`config.mk`:
```
export PLATFORM = sky130hd
export DESIGN_NAME = in_stream_arbiter
export DESIGN_NICKNAME = d
export VERILOG_FILES = /design/src/rtl/in_arb_pkg.sv /design/src/rtl/rr_picker.sv /design/src/rtl/in_stream_arbiter.sv
export SDC_FILE = /design/constraint.sdc
export NUM_CORES = 1
export LEC_CHECK = 0
export CORE_AREA = 4 4 75 77
export DETAILED_ROUTE_END_ITERATION = 8
export DIE_AREA = 0 0 79 81
export GPL_TIMING_DRIVEN = 0
export SYNTH_ARGS = -nofsm -noshare
export SYNTH_HDL_FRONTEND = slang
export SYNTH_SLANG_ARGS = --single-unit
```
`constraint.sdc`:
```
create_clock -name clk_i -period 3 [get_ports clk_i]
set_input_delay 0.6 -clock clk_i [delete_from_list [all_inputs] [get_ports clk_i]]
set_output_delay 0.6 -clock clk_i [all_outputs]
set_load 0.1 [all_outputs]
```
`src/rtl/in_arb_pkg.sv`:
```
// Shared types and sizing helpers for the byte-stream IN arbiter.
// Counter widths are derived from the largest value each counter must hold.
package in_arb_pkg;

  typedef enum logic {
    ST_IDLE  = 1'b0,
    ST_GRANT = 1'b1
  } arb_state_e;

  function automatic int cnt_width(input int max_count);
    return $clog2(max_count + 1);
  endfunction

  function automatic int idx_width(input int n);
    return (n > 1) ? $clog2(n) : 1;
  endfunction

  localparam int BEAT_W_DEFAULT  = cnt_width(8);
  localparam int STALL_W_DEFAULT = cnt_width(16);

endpackage

```
`src/rtl/rr_picker.sv`:
```
// Combinational rotate-priority search: first set request at or above ptr_i,
// wrapping modulo N_REQ.
module rr_picker
  import in_arb_pkg::*;
#(
  parameter  int N_REQ = 4,
  localparam int IDX_W = idx_width(N_REQ)
) (
  input  logic [N_REQ-1:0] req_i,
  input  logic [IDX_W-1:0] ptr_i,
  output logic [N_REQ-1:0] onehot_o,
  output logic [IDX_W-1:0] idx_o,
  output logic             found_o
);

  logic [IDX_W-1:0] cand_idx [N_REQ];
  logic [N_REQ-1:0] cand_req;

  // Candidate gi is the requester gi positions above the pointer.
  for (genvar gi = 0; gi < N_REQ; gi++) begin : g_rot
    logic [IDX_W:0] sum;
    assign sum = {1'b0, ptr_i} + (IDX_W + 1)'(gi);
    assign cand_idx[gi] = (sum >= (IDX_W + 1)'(N_REQ))
                        ? IDX_W'(sum - (IDX_W + 1)'(N_REQ))
                        : IDX_W'(sum);
    assign cand_req[gi] = req_i[cand_idx[gi]];
  end

  always_comb begin
    found_o = 1'b0;
    idx_o   = '0;
    for (int k = N_REQ - 1; k >= 0; k--) begin
      if (cand_req[k]) begin
        found_o = 1'b1;
        idx_o   = cand_idx[k];
      end
    end
    onehot_o = found_o ? (N_REQ'(1) << idx_o) : '0;
  end

endmodule

```
`src/rtl/in_stream_arbiter.sv`:
```
// Round-robin arbiter merging N byte streams into one IN stream, with burst
// limit, stall timeout and a one-entry output register.
module in_stream_arbiter
  import in_arb_pkg::*;
#(
  parameter int N_REQ        = 4,
  parameter int MAX_BURST    = 8,
  parameter int IDLE_TIMEOUT = 16
) (
  input  logic               clk_i,
  input  logic               rst_i,
  input  logic [8*N_REQ-1:0] req_data_i,
  input  logic [N_REQ-1:0]   req_valid_i,
  input  logic [N_REQ-1:0]   req_last_i,
  output logic [N_REQ-1:0]   req_ready_o,
  output logic [7:0]         in_data_o,
  output logic               in_valid_o,
  input  logic               in_ready_i,
  output logic [N_REQ-1:0]   grant_o
);

  localparam int IDX_W   = idx_width(N_REQ);
  localparam int BEAT_W  = cnt_width(MAX_BURST);
  localparam int STALL_W = cnt_width(IDLE_TIMEOUT);

  arb_state_e         state_q, state_d;
  logic [IDX_W-1:0]   owner_q, owner_d;
  logic [N_REQ-1:0]   grant_q, grant_d;
  logic [IDX_W-1:0]   ptr_q, ptr_d;
  logic [BEAT_W-1:0]  beat_q, beat_d;
  logic [STALL_W-1:0] stall_q, stall_d;
  logic               out_valid_q, out_valid_d;
  logic [7:0]         out_data_q, out_data_d;

  logic [7:0]       req_byte [N_REQ];
  logic [N_REQ-1:0] pick_onehot;
  logic [IDX_W-1:0] pick_idx;
  logic             pick_found;
  logic             slot_free;
  logic             owner_valid;
  logic             accept;
  logic             end_grant;

  for (genvar gi = 0; gi < N_REQ; gi++) begin : g_bytes
    assign req_byte[gi] = req_data_i[8*gi +: 8];
  end

  rr_picker #(.N_REQ(N_REQ)) u_picker (
    .req_i    (req_valid_i),
    .ptr_i    (ptr_q),
    .onehot_o (pick_onehot),
    .idx_o    (pick_idx),
    .found_o  (pick_found)
  );

  // The output slot can take a byte when empty or being drained this cycle.
  assign slot_free   = ~out_valid_q | in_ready_i;
  assign owner_valid = req_valid_i[owner_q];
  assign accept      = (state_q == ST_GRANT) & owner_valid & slot_free;

  assign req_ready_o = grant_q & {N_REQ{slot_free}};
  assign grant_o     = grant_q;
  assign in_valid_o  = out_valid_q;
  assign in_data_o   = out_data_q;

  always_comb begin
    state_d     = state_q;
    owner_d     = owner_q;
    grant_d     = grant_q;
    ptr_d       = ptr_q;
    beat_d      = beat_q;
    stall_d     = stall_q;
    out_valid_d = out_valid_q & ~in_ready_i;
    out_data_d  = out_data_q;
    end_grant   = 1'b0;

    case (state_q)
      ST_IDLE: begin
        if (pick_found) begin
          state_d = ST_GRANT;
          owner_d = pick_idx;
          grant_d = pick_onehot;
        end
      end
      ST_GRANT: begin
        if (accept) begin
          out_valid_d = 1'b1;
          out_data_d  = req_byte[owner_q];
          beat_d      = beat_q + BEAT_W'(1);
          stall_d     = '0;
          end_grant   = req_last_i[owner_q] | (beat_q == BEAT_W'(MAX_BURST - 1));
        end else if (!owner_valid) begin
          stall_d   = stall_q + STALL_W'(1);
          end_grant = (stall_q == STALL_W'(IDLE_TIMEOUT - 1));
        end
        // Last, burst limit and timeout all funnel into a single release.
        if (end_grant) begin
          state_d = ST_IDLE;
          grant_d = '0;
          ptr_d   = (owner_q == IDX_W'(N_REQ - 1)) ? '0 : owner_q + IDX_W'(1);
          beat_d  = '0;
          stall_d = '0;
        end
      end
      default: begin
        state_d = ST_IDLE;
        grant_d = '0;
      end
    endcase
  end

  always_ff @(posedge clk_i) begin
    if (rst_i) begin
      state_q     <= ST_IDLE;
      owner_q     <= '0;
      grant_q     <= '0;
      ptr_q       <= '0;
      beat_q      <= '0;
      stall_q     <= '0;
      out_valid_q <= 1'b0;
      out_data_q  <= 8'h00;
    end else begin
      state_q     <= state_d;
      owner_q     <= owner_d;
      grant_q     <= grant_d;
      ptr_q       <= ptr_d;
      beat_q      <= beat_d;
      stall_q     <= stall_d;
      out_valid_q <= out_valid_d;
      out_data_q  <= out_data_d;
    end
  end

endmodule

```
==> results of run 1 <==
-- logic make-up (layout without fill, tap and decap cells) --
| group | Yosys count | count (layout) | share of synthesized area |
|---|---|---|---|
| AND/OR/NAND/NOR | 66 | 66 | 0.217 |
| AO/OA/AOI/OAI | 30 | 30 | 0.127 |
| flip-flops | 27 | 27 | 0.371 |
| multiplexers | 14 | 14 | 0.182 |
| buffers and inverters | 12 | 75 | 0.0386 |
| XOR/XNOR | 5 | 5 | 0.0300 |
| adder cells (fa/ha/maj) | 4 | 4 | 0.0343 |
-- cell type report --
| type | instances | area, um2 | share of cell area |
|---|---|---|---|
| timing repair buffer | 59 | 587 | 0.270 |
| multi-input combinational | 119 | 861 | 0.395 |
| tap | 70 | 87.6 | 0.0402 |
| buffer | 8 | 41.3 | 0.0190 |
| inverter | 4 | 15.0 | 0.00690 |
| clock buffer | 4 | 45.0 | 0.0207 |
| sequential | 27 | 541 | 0.248 |
-- what timing repair did --
action / in CTS / in global routing
resized for setup: 4 / 1
hold endpoints to repair: 0 / 0
setup endpoints to repair: 4 / 1
hold buffers: 0 / 0
-- worst max path at each step --
stage                    start              to  slack (ns)  cells after the start
floorplan           grant_o[0]  req_ready_o[0]        0.59                      1
detailed placement  in_ready_i  req_ready_o[1]       -0.20                      4
global placement    in_ready_i  req_ready_o[3]       -0.20                      4
global route        in_ready_i  req_ready_o[3]       0.006                      4
finish              in_ready_i  req_ready_o[1]        0.10                      4
CTS                 in_ready_i  req_ready_o[0]        0.08                      4
-- per-layer routing --
metal,routed length [um],vias to the layer above,share of wire,track usage
li1,-,695,-,-
met3,307,5,0.083,0.0377
met4,52,0,0.014,0.0412
met2,1690,43,0.46,0.212
met1,1640,607,0.44,0.149
met5,0,-,0,0
-- flip-flops by register name, summed over array words and instances, names as in the netlist --
name,flops
in_data_o,8
stall_q,5
beat_q,4
grant_o,4
owner_q,2
ptr_q,2
in_valid_o,1
state_q,1
-- power by group --
group	leakage, nW	switching (mW)	internal, mW	total [mW]
clock	0.0228	0.111	0.0952	0.206
sequential	0.220	0.0156	0.379	0.395
combinational	0.542	0.196	0.131	0.326
-- synthesized netlist by cell type (2+ instances only) --
library cell | n | share of area
nor3_1 | 5 | 0.017
nand2b_1 | 3 | 0.013
and2_1 | 4 | 0.017
mux4_2 | 10 | 0.15
dfxtp_1 | 27 | 0.37
nand2_1 | 25 | 0.064
o22ai_1 | 5 | 0.021
xnor2_1 | 2 | 0.012
buf_2 | 3 | 0.010
inv_1 | 4 | 0.010
xor2_1 | 3 | 0.018
mux2i_1 | 4 | 0.027
clkbuf_1 | 4 | 0.010
or2_1 | 2 | 0.0086
nand3_1 | 2 | 0.0069
a21oi_1 | 16 | 0.055
nor4_1 | 2 | 0.0086
nor2_1 | 14 | 0.036
nand3b_1 | 4 | 0.021
ha_1 | 4 | 0.034
-- critical path: cells and delay by family --
family                 cells  cell delay, ns
buffers and inverters      2            1.32
AND/OR/NAND/NOR            2            0.37
-- through the flow --
| step | utilization | total power [mW] |
|---|---|---|
| after floorplan | - | 0.622 |
| after global placement | 0.426 | 0.733 |
| after detailed placement | 0.426 | 0.736 |
| after CTS | 0.434 | 0.938 |
| after global routing | 0.435 | 0.971 |
| final | 0.435 | 0.927 |
==> flow_metrics.tcl, run 1 <==
set metrics [dict create \
    die_area_um2 6400 \
    critPathSlowestCell "dlygate4sd2_1" \
    numPlacedInstances 287 \
    crit_arrival_ns 2.30 \
    clock_sink_count 27 \
    first_pass_grt_wire_length_um 6290 \
    worst_ir_drop_vdd_uv 164 \
    final_common_cell "clkdlybuf4s50_1" \
    critPathRequiredTime_ns 2.40 \
    net_count_of_the_mapped_netlist 205 \
    grt_antenna_before_repair 0 \
    max_stage_delay_ns 0.85 \
    final_max_slew_viol_count 0 \
    netlist_instances 158 \
    dr_total_vias 1350 \
    htree_levels 1 \
    critPathCaptureType "primary output" \
    port-buffer-count 59 \
    fmax_mhz 345 \
    detail_route.vias_per_cell 4.64 \
    power.density_nw_per_um2 426 \
    clkSlewWorstSetupHoldPaths_ns 0.09 \
    ys_warn_count 0 \
    area_inside_the_core_boundary_um2 5010 \
    clk_root_buffer_cell "clkbuf_8" \
    timing.final.hold_violations 0 \
    asyncSetResetFlopFracSynth 0 \
    total_standard_cell_area_after_synthesis_um2 1460 \
    synth-edff-count 0 \
    power.leakage_nw 0.785 \
    grt_pass1_vias 1391 \
    final_critical_path_setup_slack_ns 0.104 \
    die_h_um 81 \
    tritoncts "yes" \
    hold_path_class "reg2reg" \
    post-cts-setup-buffers 0 \
    total_clock_buffers_created_by_cts 3 \
    floorplan.initialDensity 0.291 \
    antenna_violating_nets_post_route 0 \
    crit_chain "clkdlybuf4s50_1, nand2b_1, and2_1, dlygate4sd2_1" \
    run_status "finished, final reports clean" \
    synth_cell_types 35 \
    crit_fanout 6 \
    setup_viol_count_final 0 \
    final_net_count 269 \
    place_congestion 0.776 \
    hold_path.startpoint "in_data_o[3]" \
    critical_path.reg2reg.endpoint "beat_q[0]" \
    setup_tns_ns 0 \
    x_dimension_of_the_die_um 79 \
    post_layout_nonfiller_instances 291 \
    final_cycle_utilization_of_the_critical_path 0.965 \
    cts_buffer_depth 2 \
    place.detailed.hpwl_um 3000 \
    worst_r2r_startpoint "owner_q[0]" \
    worstSetupStartpointType "input port" \
    synth_ff_type "dfxtp_1" \
    fillCellCount 515 \
    layout.cells.most_common_list "clkdlybuf4s50_1 (55), dfxtp_1 (27), nand2_1 (25)" \
    max_slew.worst_pin.slew_ns 0.994 \
    fin_hold_ws_ns 0.460 \
    drtPass1Iterations 4 \
    globalRouteTotalUtil 0.124 \
    n_antenna_cell 0 \
    core.rowCount 26 \
    end_point_of_the_most_critical_hold_path "in_data_o[3]" \
    postSynthAreaPerCell_um2 9.23 \
    area_growth_syn_to_fin_pct 49.4 \
    final.min_clock_period_ns 2.90 \
    synth_sequential_area_ratio 0.371 \
    worst_skew_pair.late_latency_ns 0.27 \
    drcViolationCount 0 \
    globalRouteOverflowTotal 0 \
    boundaryPins 60 \
    drtIter0Drc 28 \
    worst-setup-path-type "in2out" \
    final_cell_area_um2 2180 \
    preCtsSetupSlack_ns -0.199 \
    drt_wl_total_um 3680 \
    hold-path-cell-count 2 \
    grt_setup_unrepaired "no" \
    drive_gt1_frac 0.0950 \
    reg2regPathDepth 5 \
    placedInstanceArea_um2 2140 \
    clock-skew-final_ns 0.00438 \
    ffs_latches_synth 27 \
    grt_max_degree 15 \
    wire_per_inst_um 12.7 \
    relSlewSlack 0.335 \
    ff2ff_setup_slack_ns 1.02 \
    maxCapViolations 0 \
]
Note: power is estimated with default switching activity, not from simulation.
==> run 2: changes to the inputs <==
- CORE_AREA: 4 4 75 77 -> 4 4 62 64
- DIE_AREA: 0 0 79 81 -> 0 0 66 68
- PLACE_DENSITY: unset -> 0.82
- SETUP_SLACK_MARGIN: unset -> 0.5
==> run 2 against run 1 <==
Worst hold slack gained 0.0034 ns. Final cell count shrank 8.2%. Flip-flop and latch count unchanged. Largest power group unchanged.
==> flow_metrics.tcl, run 2 (synthesized netlist as in run 1, its figures left out) <==
set metrics [dict create \
    maxCapViolations 0 \
    clock_sink_count 27 \
    drive_gt1_frac 0.113 \
    fmax_mhz 411 \
    tritoncts "yes" \
    power.density_nw_per_um2 416 \
    final_max_slew_viol_count 0 \
    crit_chain "clkdlybuf4s50_1" \
    final_net_count 269 \
    clk_root_buffer_cell "clkbuf_4" \
    x_dimension_of_the_die_um 66 \
    area_inside_the_core_boundary_um2 3280 \
    fillCellCount 273 \
    met1_length_um 1440 \
    drcViolationCount 0 \
    drtPass1Iterations 5 \
    place.detailed.hpwl_um 3020 \
    run_status "finished, final reports clean" \
    place_congestion 0.819 \
    largest_register_ff_count 8 \
    preCtsSetupSlack_ns -0.175 \
    worst_skew_pair.late_latency_ns 0.33 \
    cts_buffer_depth 2 \
    seq_power_share 0.445 \
    grt_max_degree 15 \
    routed-wl-met3_um 377 \
    post_layout_nonfiller_instances 267 \
    die_h_um 68 \
    power.net_switching_mw 0.325 \
    n_antenna_cell 0 \
    dr_total_vias 1445 \
    source_of_the_critical_timing_path "in_data_o[7]" \
    worst-path-stages 1 \
    routed.top_layer "met4" \
    worst-setup-path-type "reg2out" \
    routed-wl-met2_um 1820 \
    globalRouteOverflowTotal 0 \
    crit_arrival_ns 1.84 \
    worst_r2r_startpoint "owner_q[0]" \
    total_clock_buffers_created_by_cts 3 \
    final_common_cell "clkdlybuf4s50_1" \
    critPathCapture "in_data_o[7]" \
    layout.cells.most_common_list "clkdlybuf4s50_1 (49), dfxtp_1 (27), nand2_1 (25)" \
    final.min_clock_period_ns 2.44 \
    clkSlewWorstSetupHoldPaths_ns 0.15 \
    critPathSlowestCell "clkdlybuf4s50_1" \
    detail_route.vias_per_cell 5.41 \
    die_area_um2 4490 \
    power_switching_share 0.366 \
    critPathRequiredTime_ns 2.40 \
    hold_path_class "reg2reg" \
    antenna_violating_nets_post_route 0 \
    cell_internal_pwr_mw 0.563 \
    reg2regPathDepth 6 \
    port-buffer-count 59 \
    grt_setup_unrepaired "no" \
    setup_tns_ns 0 \
    grt_antenna_before_repair 0 \
    wire_per_inst_um 14.1 \
    boundaryPins 60 \
    floorplan.initialDensity 0.444 \
    setup_viol_count_final 0 \
    max_stage_delay_ns 1.14 \
    relSlewSlack 0.340 \
    hold-path-cell-count 2 \
    drt_wl_total_um 3760 \
    final_core_util 0.651 \
    critPathCaptureType "primary output" \
    clock-skew-final_ns 0.00950 \
    final_critical_path_setup_slack_ns 0.564 \
    critical_path.top_delay_family "buffers and inverters" \
    htree_levels 1 \
    fin_hold_ws_ns 0.463 \
    numPlacedInstances 263 \
    crit_fanout 2 \
    drtIter0Drc 74 \
    ff2ff_setup_slack_ns 1.01 \
    worstSetupStartpointType "register" \
    area_growth_syn_to_fin_pct 46.6 \
    globalRouteTotalUtil 0.180 \
    core.rowCount 21 \
    first_pass_grt_wire_length_um 6150 \
    max_slew.worst_pin.slew_ns 0.986 \
    power.share.combinational 0.371 \
    worst_ir_drop_vdd_uv 193 \
    grt_pass1_vias 1446 \
    power.leakage_nw 0.870 \
    timing.critical_path.buf_inv 1 \
    hold_path.startpoint "in_data_o[4]" \
    critical_path.reg2reg.endpoint "beat_q[2]" \
    final_cycle_utilization_of_the_critical_path 0.812 \
    timing.final.hold_violations 0 \
    clkPwrFrac 0.184 \
]
run 2: how the worst min path moves through the flow:
| stage | to | slack [ns] |
|---|---|---|
| 2_1_floorplan | stall_q[4] | 0.46 |
| 3_3_place_gp | in_data_o[7] | 0.44 |
| 3_5_place_dp | in_data_o[4] | 0.45 |
| 4_1_cts | in_data_o[4] | 0.47 |
| 5_1_grt | in_data_o[0] | 0.49 |
| 6_report | in_data_o[4] | 0.46 |
run 2: power groups by stage:
stage | Sequential (mW) | Clock (mW) | Combinational [mW]
2_1_floorplan | 0.489 | 0 | 0.133
3_3_place_gp | 0.403 | 0 | 0.326
3_5_place_dp | 0.403 | 0 | 0.332
4_1_cts | 0.396 | 0.163 | 0.330
5_1_grt | 0.399 | 0.181 | 0.350
6_report | 0.395 | 0.163 | 0.330
run 2: per-layer routing:
| metal | vias to the layer above | track usage |
|---|---|---|
| li1 | 695 | - |
| met1 | 663 | 0.197 |
| met2 | 71 | 0.315 |
| met3 | 16 | 0.0558 |
| met4 | 0 | 0.0914 |
| met5 | - | 0 |
run 2: area by class of cell:
class | instances | area, um2 | share of cell area
plain buffers | 8 | 41.3 | 0.0193
clock buffers | 4 | 26.3 | 0.0123
inverters | 4 | 15.0 | 0.00703
multi-input cells | 119 | 861 | 0.403
flip-flops and latches | 27 | 541 | 0.253
well taps | 46 | 57.6 | 0.0269
repair buffers | 59 | 596 | 0.279
run 2: through the flow:
stage	instance area, um2	total power [mW]
floorplan	1460	0.622
global placement	2110	0.729
detailed placement	2110	0.735
CTS	2110	0.889
global route	2140	0.929
finish	2140	0.888
run 2: what timing repair did:
action                     CTS  global route
setup endpoints to repair    4            10
resized for setup           20            10
setup buffers                0             0
hold buffers                 0             0
run 2: tightest hold or removal path: cells and delay by family (launching register included):
family,cells,cell delay (ns)
AO/OA/AOI/OAI,1,0.05
AND/OR/NAND/NOR,1,0.05
flip-flops,1,0.33
==> RTL change (flow settings as in run 1) <==
The parameter `MAX_BURST` goes from 8 to 9.
--- a/src/rtl/in_stream_arbiter.sv
+++ b/src/rtl/in_stream_arbiter.sv
@@ -6,3 +6,3 @@
   parameter int N_REQ        = 4,
-  parameter int MAX_BURST    = 8,
+  parameter int MAX_BURST    = 9,
   parameter int IDLE_TIMEOUT = 16
Behaviour: not the same (a bounded check fails within 10 cycles, from zero or initial values and one cycle with rst_i high).
==> RTL change against run 1 <==
Fmax fell by 2.2%; total power rose by 0.34%; setup slack got worse by 0.066 ns; cell area rose by 1.8%; die area did not move; routed wire length rose by 3.7%; sequential cell count did not move; synthesized area rose by 3.1%; hold slack got worse by 0.0018 ns; critical endpoint is now req_ready_o[3]; largest power group unchanged.
==> RTL change: results (changes against run 1) <==
status:
  status: "finished, final reports clean"
drt:
  drt_first_pass_iters: 4  # unchanged
  totalWireLength_mm: 3.82  # +3.7%
  route.met2.wl_mm: 1.90  # +13%
  met1_length_mm: 1.78  # +8.7%
  via_per_inst: 4.60  # -0.93%
  met3WireLength_um: 100  # -67%
place:
  place_hpwl_mm: 3.02  # +0.56%
  placed_area_sq_um: 2180  # +2.1%
  gp_congestion: 0.826  # +6.4%
  io_buffers: 59  # unchanged
timing:
  setup_violations: 0  # unchanged
  clock_skew_ns: 0.00197  # -0.00241 ns
  relSlewSlack_pct: 34.1  # +0.58 points
synthesis:
  ys_ff_latch: 27  # unchanged
  yosys-top-cells-count: "nand2_1, dfxtp_1, a21oi_1, nor2_1, mux4_2"
  yosysSeqAreaShare_pct: 36.0  # -1.1 points
  synthMuxAreaShare_pct: 16.3  # -1.9 points
  synth-adder-area-share_pct: 4.16  # +0.73 points
  syn-num-nets: 212  # +3.4%
  synth_flop_cell: "dfxtp_1"
  synth_area_leaders: "dfxtp_1, mux4_2, nand2_1, a21oi_1, ha_1"
  synth_cell_types: 39  # +11%
  synth_xor_area_share_pct: 2.33  # -0.67 points
  synth-compound-area-share_pct: 12.8  # +0.12 points
clock_network:
  htreeDepth: 1  # unchanged
  clk_path_buf_depth: 2  # unchanged
  cts_root_buf: "clkbuf_8"
worst_setup_path:
  cp.arrival_ns: 2.36  # +0.06 ns
power:
  power.leakage_nw: 0.788  # +0.47%
  p_clk_mw: 0.212  # +3%
  p_seq_mw: 0.392
  irDropWorstVdd_mv: 0.168  # +2.7%
  finalPower_mw: 0.930  # +0.34%
  intPower_mw: 0.603  # -0.26%
cells_and_area:
  fill_cells: 522  # +1.4%
  diodes: 0  # unchanged
  drive_gt1_share_pct: 11.5  # +2.0 points
  final_nets: 276  # +2.6%
global_route:
  grt_pass1_vias: 1242  # -11%
  grtUsageTotal_pct: 11.7  # -0.68 points
  grt_pass1_wl_mm: 5.82  # -7.5%
  met2_usage_pct: 19.3  # -1.9 points
  grt_antenna_before_repair: 0  # unchanged
  gr-usage-met1_pct: 15.6  # +0.79 points
  met3_usage_pct: 2.22  # -1.6 points
-- RTL change: worst max-delay path, cell delays in order --
cell	delay [ns]
clkdlybuf4s50_1	0.47
nand2b_1	0.30
and2_1	0.18
clkdlybuf4s15_1	0.82
-- RTL change: cell families (layout without fill, tap and decap cells) --
family	after synthesis	after routing
XOR/XNOR	4	4
AO/OA/AOI/OAI	31	31
flip-flops	27	27
multiplexers	12	12
AND/OR/NAND/NOR	70	70
adder cells (fa/ha/maj)	5	5
buffers and inverters	15	78
-- RTL change: timing repair --
action,CTS,global route
hold buffers,0,0
endpoints found under the setup margin,4,4
gates cloned,0,0
resized for setup,4,6
-- RTL change: metrics by stage --
step | setup WS, ns | cells | util, %
6_report | 0.0382 | 297 | 44.2
4_1_cts | 0.00502 | 297 | 44.3
3_3_place_gp | -0.274 | 293 | 43.5
3_5_place_dp | -0.276 | 293 | 43.5
2_1_floorplan | 0.587 | 164 | -
5_1_grt | 0.00519 | 297 | 44.2
-- RTL change: cell type report --
type | instances | area [sq um] | area share (%)
Multi-Input combinational cell | 122 | 892 | 40.3
Timing Repair Buffer | 59 | 581 | 26.2
Sequential cell | 27 | 541 | 24.4
Inverter | 8 | 30.0 | 1.36
Tap cell | 70 | 87.6 | 3.95
Clock buffer | 4 | 45.0 | 2.03
Buffer | 7 | 40.0 | 1.81
-- RTL change: path summary, 6_finish.rpt --
path                startpoint        endpoint  slack, ns  depth (start not counted)
setup / recovery    in_ready_i  req_ready_o[3]       0.04                          4
hold / removal    in_data_o[7]    in_data_o[7]       0.46                          2
setup reg to reg    owner_q[0]        ptr_q[1]       1.07                          5
hold reg to reg   in_data_o[7]    in_data_o[7]       0.46                          2
